===== src/rtl/l2_pkg.sv =====
// Shared types and sizing for the direct-mapped L2 tag controller.
package l2_pkg;

  localparam int TAG_W = 18;
  localparam int IDX_W = 8;
  localparam int LINES = 256;

  typedef enum logic [2:0] {
    S_IDLE       = 3'd0,
    S_COMPARE    = 3'd1,
    S_WRITE_BACK = 3'd2,
    S_ALLOCATE   = 3'd3,
    S_RESPOND    = 3'd4,
    S_HOLD       = 3'd5
  } state_e;

  typedef struct packed {
    logic [TAG_W-1:0] tag;
    logic [IDX_W-1:0] index;
    logic             write;
  } req_t;

endpackage


===== src/rtl/l2_tag_array.sv =====
// TAG/valid/dirty storage: combinational read, single synchronous write at the
// same index, whole-array flush of the status bits.
module l2_tag_array
  import l2_pkg::*;
(
  input  logic             clk,
  input  logic             nrst,
  input  logic [IDX_W-1:0] index,
  output logic [TAG_W-1:0] rd_tag,
  output logic             rd_valid,
  output logic             rd_dirty,
  input  logic             alloc_en,
  input  logic [TAG_W-1:0] alloc_tag,
  input  logic             set_dirty,
  input  logic             flush
);

  logic [TAG_W-1:0] tag_mem [LINES];
  logic [LINES-1:0] valid_q, valid_d;
  logic [LINES-1:0] dirty_q, dirty_d;

  assign rd_tag   = tag_mem[index];
  assign rd_valid = valid_q[index];
  assign rd_dirty = dirty_q[index];

  // NOTE: every variable gets a default before the branches, so no latch is inferred.
  always_comb begin
    valid_d = valid_q;
    dirty_d = dirty_q;
    if (flush) begin
      valid_d = '0;
      dirty_d = '0;
    end else if (alloc_en) begin
      valid_d[index] = 1'b1;
      dirty_d[index] = 1'b0;
    end else if (set_dirty) begin
      dirty_d[index] = 1'b1;
    end
  end

  // NOTE: sequential state uses non-blocking assignments so all flops update together.
  always_ff @(posedge clk or negedge nrst) begin
    if (!nrst) begin
      valid_q <= '0;
      dirty_q <= '0;
    end else begin
      valid_q <= valid_d;
      dirty_q <= dirty_d;
    end
  end

  // NOTE: the tag RAM is deliberately not reset; valid=0 already forces a miss.
  always_ff @(posedge clk) begin
    if (alloc_en) tag_mem[index] <= alloc_tag;
  end

endmodule


===== src/rtl/l2_controller.sv =====
// Direct-mapped L2 controller FSM: hit/miss decision, victim write-back,
// line allocation and L1 handshake.
module l2_controller
  import l2_pkg::*;
(
  input  logic             clk,
  input  logic             nrst,
  input  logic [TAG_W-1:0] tag,
  input  logic [IDX_W-1:0] index,
  input  logic             read_L1_L2,
  input  logic             write_L1_L2,
  input  logic             flush,
  input  logic             ready_MEM_L2,
  output logic             ready_L2_L1,
  output logic             read_L2_MEM,
  output logic             write_L2_MEM,
  output logic             refill_L2,
  output logic             update_L2,
  output logic             stall_L2
);

  state_e state_q, state_d;
  req_t   req_q, req_d;
  logic   refill_q, refill_d;

  logic [TAG_W-1:0] rd_tag;
  logic             rd_valid, rd_dirty;
  logic             hit, alloc_en, set_dirty, flush_en;

  l2_tag_array u_tag_array (
    .clk       (clk),
    .nrst      (nrst),
    .index     (req_q.index),
    .rd_tag    (rd_tag),
    .rd_valid  (rd_valid),
    .rd_dirty  (rd_dirty),
    .alloc_en  (alloc_en),
    .alloc_tag (req_q.tag),
    .set_dirty (set_dirty),
    .flush     (flush_en)
  );

  assign hit = rd_valid && (rd_tag == req_q.tag);

  always_comb begin
    state_d   = state_q;
    req_d     = req_q;
    refill_d  = 1'b0;
    alloc_en  = 1'b0;
    set_dirty = 1'b0;
    flush_en  = 1'b0;
    unique case (state_q)
      S_IDLE: begin
        // Flush wins; a simultaneous request stays asserted and is taken next cycle.
        if (flush) begin
          flush_en = 1'b1;
        end else if (write_L1_L2 || read_L1_L2) begin
          req_d.tag   = tag;
          req_d.index = index;
          req_d.write = write_L1_L2;
          state_d     = S_COMPARE;
        end
      end
      S_COMPARE: begin
        if (hit)           state_d = S_RESPOND;
        else if (rd_dirty) state_d = S_WRITE_BACK;
        else               state_d = S_ALLOCATE;
      end
      S_WRITE_BACK: begin
        if (ready_MEM_L2) state_d = S_ALLOCATE;
      end
      S_ALLOCATE: begin
        if (ready_MEM_L2) begin
          alloc_en = 1'b1;
          refill_d = 1'b1;
          state_d  = S_COMPARE;
        end
      end
      S_RESPOND: begin
        set_dirty = req_q.write;
        state_d   = S_HOLD;
      end
      S_HOLD:  state_d = S_IDLE;
      default: state_d = S_IDLE;
    endcase
  end

  always_ff @(posedge clk or negedge nrst) begin
    if (!nrst) begin
      state_q  <= S_IDLE;
      req_q    <= '0;
      refill_q <= 1'b0;
    end else begin
      state_q  <= state_d;
      req_q    <= req_d;
      refill_q <= refill_d;
    end
  end

  assign ready_L2_L1  = (state_q == S_RESPOND);
  assign update_L2    = (state_q == S_RESPOND) && req_q.write;
  assign read_L2_MEM  = (state_q == S_ALLOCATE);
  assign write_L2_MEM = (state_q == S_WRITE_BACK);
  assign stall_L2     = (state_q != S_IDLE);
  assign refill_L2    = refill_q;

endmodule

===== config.mk =====
export PLATFORM = sky130hd
export DESIGN_NAME = l2_controller
export DESIGN_NICKNAME = d
export VERILOG_FILES = /design/src/rtl/l2_pkg.sv /design/src/rtl/l2_tag_array.sv /design/src/rtl/l2_controller.sv
export SDC_FILE = /design/constraint.sdc
export NUM_CORES = 2
export LEC_CHECK = 0
export CAP_MARGIN = 20
export CORE_UTILIZATION = 45
export DETAILED_ROUTE_END_ITERATION = 6
export DONT_BUFFER_PORTS = 1
export MAX_ROUTING_LAYER = met4
export PLACE_DENSITY = 0.69
export REMOVE_ABC_BUFFERS = 1
export SLEW_MARGIN = 15
export SYNTH_ARGS = -nofsm -noshare
export SYNTH_HDL_FRONTEND = slang
export SYNTH_MEMORY_MAX_BITS = 65536
export SYNTH_SLANG_ARGS = --single-unit
export TNS_END_PERCENT = 100

===== constraint.sdc =====
create_clock -name clk -period 5.1 [get_ports clk]
set_input_delay 1.53 -clock clk [delete_from_list [all_inputs] [get_ports clk]]
set_output_delay 1.53 -clock clk [all_outputs]
set_load 0.03 [all_outputs]

Word-level counts from Yosys, hierarchy flattened
Memories as Yosys holds them, arrays and structs flattened. Index checks and enable logic that the tools add are counted.

Order comparisons: 2. Equality and inequality tests: 9. Multiplexer cells: 25. Bitwise operators: 5. Reductions and logical operators: 10.

Operator list (number): $mux W256 (5); $or A256 B256 Y256 (2); $and A256 B256 Y256 (1); $not A256 Y256 (1); $eq A18 B18 Y1 (1); $bmux W1 S8 (2); $mux W3 (5); $pmux W3 S5 (1); $mux W1 (11); $lt A8 B9 Y1 const B (1); $demux W1 S8 (1); $ge A8 B1 Y1 const B (1); $ne A2 B2 Y1 const B (4); $eq A3 B2 Y1 const B (2); $reduce_bool A3 Y1 (2); $reduce_and A4 Y1 (1); $eq A3 B1 Y1 const B (1); $eq A3 B3 Y1 const B (1); $logic_and A1 B1 Y1 (3); $logic_not A3 Y1 (1); $reduce_and A3 Y1 (1); $reduce_bool A2 Y1 (1); $logic_or A1 B1 Y1 (1); $not A1 Y1 (1).

Bits in registers: 543. RAM bits: 4608. Bits of input ports: 32. Output and inout bits: 6. Word-level logic and storage cells: 59. Memories kept: 1.

Memory list: u_tag_array.tag_mem (words 256, width 18, rd ports 1, clocked after Yosys merged registers in 0, write ports 1, RTL line l2_tag_array.sv:18) `logic [TAG_W-1:0] tag_mem [LINES];`.

Longest topological paths before layout
Depth in word-level cells: 8. Depth in mapped cells: 18. Gate-level depth less buffers: 10.

Hierarchy
Synthesis repeated with hierarchy kept, for this count alone.

Cell total of the unflattened synthesis: 9579. Area, all modules: 197525.7 µm².

By module, submodules not included: l2_tag_array (instances 1, cells an instance 9463, area an instance 195937.9 µm², seq. area each 151185.0 µm²); l2_controller (instances 1, cells an instance 116, area an instance 1587.8 µm², seq. area each 775.7 µm²).

Worst setup path after synthesis
No wires, ideal clock.

Kind: reg-to-reg. From: register req_q[22] (netlist bit). To: register state_q[1]. Library setup time: 0.099 ns. Arrival time: 4.489 ns. Required time: 5.001 ns. Slack: 0.512 ns. Cell stages (with the launch flop): 7. Buffers on the path: 0. Clock period less this slack: 4.588 ns. Cell sequence: dfrtp_1 inv_1 o21ai_0 nor2_1 o211ai_1 a21oi_1 a311oi_1.

Cells in the longest elaborated chain, start to end: 4.

Ends and longest elaborated chain: from (decl) (RTL line l2_controller.sv:23) `req_t req_q, req_d;`; from (signal assigned) (RTL line l2_controller.sv:95) `req_q <= req_d;`; $eq A18 B18 Y1 (RTL line l2_controller.sv:43) `assign hit = rd_valid && (rd_tag == req_q.tag);`; $logic_and A1 B1 Y1 (RTL line l2_controller.sv:43); $mux W3 (RTL line l2_controller.sv:65) `if (hit) state_d = S_RESPOND;`; $pmux W3 S5 (RTL line l2_controller.sv:52) `unique case (state_q)`; to (signal assigned) (RTL line l2_controller.sv:94) `state_q <= state_d;`; to (decl) (RTL line l2_controller.sv:22) `state_e state_q, state_d;`.

Every way passes these cells. A chain may end at the register's enable or synchronous reset.

Worst setup path in the final report
From: register req_q[3] (netlist bit). To: register state_q[0].

Cells in the longest elaborated chain, start to end: 5. Elaborated cells on any way between the ends: 10. Classes of those cells: eq/ne: 1; mux: 7; reduce/logical: 1; memory: 1.

Ends and longest elaborated chain (RTL line): $mem_v2 Z256 W18, or another cell as far along; $eq A18 B18 Y1, or another cell as far along (l2_controller.sv:43); $logic_and A1 B1 Y1 / $mux W1 (equally long branches) (l2_controller.sv:43, l2_controller.sv:66); $mux W3 * (l2_controller.sv:65); $pmux W3 S5 * (l2_controller.sv:52).

Mark *: on every way between the ends. The rest lies on a longest branch, timed or not. The select of a mux whose other input is x is not followed.

==> metrics.cfg <==
[floorplanning]
pin_count = 38
core-area_um2 = 443000
die_w_um = 670
die_y_um = 670
dieArea_um2 = 448000
initial_core_util = 0.453
rows = 244

[synthesis]
synth_area_leaders = edfxtp_1 69%, mux4_2 12%, dfrtp_1 6.8%, mux2i_1 3.2%, nor2_1 1.6%
yosysTopAreaCell = edfxtp_1
avgSynthCellArea_um2 = 19.5
synthCells = 10282
synth.distinct_cells = 85
synth_edf_count = 4608
yosys.area.top_type_share = 0.690
synth.most_common_cell = edfxtp_1
ys.flop_type = edfxtp_1
seq_area_frac_synth = 0.758
ys_ff_latch = 5151
async_reset_ff_frac = 0.105
netlist_area_um2 = 201000
yosys_warnings = 0
synth_common_cells = 4608 x edfxtp_1, 1036 x mux4_2, 866 x nor2_1, 641 x mux2i_1, 543 x dfrtp_1

[place]
placedCellCount = 16394
dp_slack_ns = -0.441
hpwl_um = 395000
port_buffers = 0
gp_congestion = 1.01

[pwr]
vdd_ir_drop_max_mv = 0.658
p_clk_frac = 0.266
switching_share = 0.352
power_switching_mw = 48.2
power_frac_seq = 0.405
combPwrFrac = 0.329
leakagePower_nw = 76.5
powerDensity_nw_per_um2 = 595
p_int_mw = 88.8

[finish]
fin_cells = 17355
fill_cells = 33920
area_delta_synth_final_pct = 14.8
drive_gt1_frac = 0.264
fin_nets = 11014

[timing]
worstMarginPinSlew_ns = 1.42
relSlewSlack = 0.0549
hold_viol_final = 0
whs_ns = 0.406
fin_worst_skew_ns = 0.0913
fin_crit_ns = 5.17
rsz0062_at_grt = no
drv_slew = 0
fmax_mhz = 193
timing.final.ws_setup_ns = -0.0705
setup_violations = 3
fin_crit_sh = 1.01

[cts]
tritoncts = done
htreeDepth = 5
hold_buffers = 0
cts_root_buf = clkbuf_16
worstSkewPairLatency_ns = 1.07
clockBufferDepth = 4
cts.sinks = 5151
clk_pin_slew_ns = 0.07
cts_made_buffers = 484

[worst_setup_path]
cp_max_fo = 26
crit_path_start_kind = flop
arrival_ns = 6.11
cp.required_ns = 6.03
crit_type = reg2reg
cp-end-kind = flop

[global_routing]
grt_pass1_wl_um = 885000
grtUsageTotal = 0.291
first_global_vias = 109927
antenna_found_initial = 60
grt_start_max_net_pins = 193
grt-ovfl-total = 0

[job]
max-cap-violations = 0

[routing]
post_drt_wl_per_cell_um = 37.2
antenna_left = 0
vias_per_cell = 6.56
vias = 113836
drc = 33
first_iter_violations = 20887
drtPass1Iterations = 7
routed_wl_um = 646000

[outcome]
run_status = finished, violations left
violations = design-rule violations, negative setup slack

[min_path]
hp-class = in2async

[routing by layer]
layer  GRT usage  vias to the layer above  wire length [µm]
met4       0.160                        0             43900
met5           -                        -                 0
met3      0.0793                     1853             87300
li1            -                    43491                 -
met2       0.421                     9206            288000
met1       0.375                    59286            227000
[critical path, stage by stage (launching register included)]
cell and delay [ns]:
dfrtp_4 0.77, buf_4 0.38, buf_4 0.23, nor2b_4 0.90
buf_4 0.37, a22oi_1 0.17, a21oi_1 0.21, buf_4 0.24
or3_1 0.54, nor2_1 0.13, o41ai_1 0.33, buf_4 0.18
nand3_1 0.17, nor4_1 0.28, a21oi_1 0.10
[per-stage QoR]
step                      setup TNS, ns  power, mW  utilization  area (µm²)
after global routing                  0        139        0.520      230000
final                            -0.160        137        0.520      230000
after detailed placement          -1.27       99.6        0.483      214000
after CTS                             0        136        0.520      230000
after floorplan                       -       72.6            -      197000
after global placement            -1.70       98.6        0.483      214000
[worst paths after layout]
| check | start | end | slack, ns | cells after the start |
|---|---|---|---|---|
| min | nrst | u_tag_array.valid_q[86] | 0.41 | 1 |
| max reg2reg | req_q[3] | state_q[0] | -0.07 | 14 |
| min in group clk | u_tag_array.valid_q[145] | u_tag_array.valid_q[145] | 0.50 | 2 |
| max | req_q[3] | state_q[0] | -0.07 | 14 |
| min reg2reg | u_tag_array.valid_q[145] | u_tag_array.valid_q[145] | 0.50 | 2 |
| max in group asynchronous | nrst | req_q[23] | 3.48 | 2 |
[flip-flops by register name, indices dropped and copies added (netlist names)]
signal and count:
req_q 27, refill_L2 1, state_q 3, u_tag_array.tag_mem 4608, u_tag_array.valid_q 256, u_tag_array.dirty_q 256
[layout make-up]
class                   instances  area, µm²  share of cell area
flip-flops and latches       5151     152000               0.660
multi-input cells            4492      46100               0.200
clock buffers                 610      12900              0.0562
repair buffers                839       8510              0.0370
well taps                    5904       7390              0.0321
clock inverters               296       3110              0.0135
diodes                         49        123            0.000533
inverters                      14       62.6            0.000272
[layout by cell type, fill, tap and decap left out, types with 111 or more instances in the layout]
cell       Yosys  layout
mux4_2      1036    1036
dfrtp_1      543     517
nor2_2         0     279
nand2_1      202     194
nor3_1       284     276
mux2i_1      641     641
buf_12         1     175
nor2_1       866     582
a22oi_1      308     307
edfxtp_1    4608    4608
buf_4         84     659
clkbuf_16      0     488
a21oi_1      329     329
nand3_1      111     111
[cells by family after synthesis]
group           Yosys count  share of synthesized area
mux                    1720                      0.151
simple gates           1666                     0.0370
compound gates         1095                     0.0367
xor+xnor                 11                   0.000480
flops                  5151                      0.758
buf+inv                 639                     0.0174
[power groups by stage]
stage | combinational [mW] | clock, mW | sequential [mW]
3_3_place_gp | 42.7 | 0 | 55.9
6_report | 45.1 | 36.5 | 55.4
3_5_place_dp | 43.5 | 0 | 56.2
2_1_floorplan | 13.5 | 0 | 59.1
4_1_cts | 43.7 | 36.7 | 55.3
5_1_grt | 45.8 | 38.2 | 55.4
[repair_timing]
action / 4_1_cts / 5_1_grt
setup endpoints to repair: 3 / 3
pin swaps: 0 / 1
buffers inserted: 5 / 0
gates resized for setup: 3 / 4
Note: power is estimated with default switching activity, not from simulation.
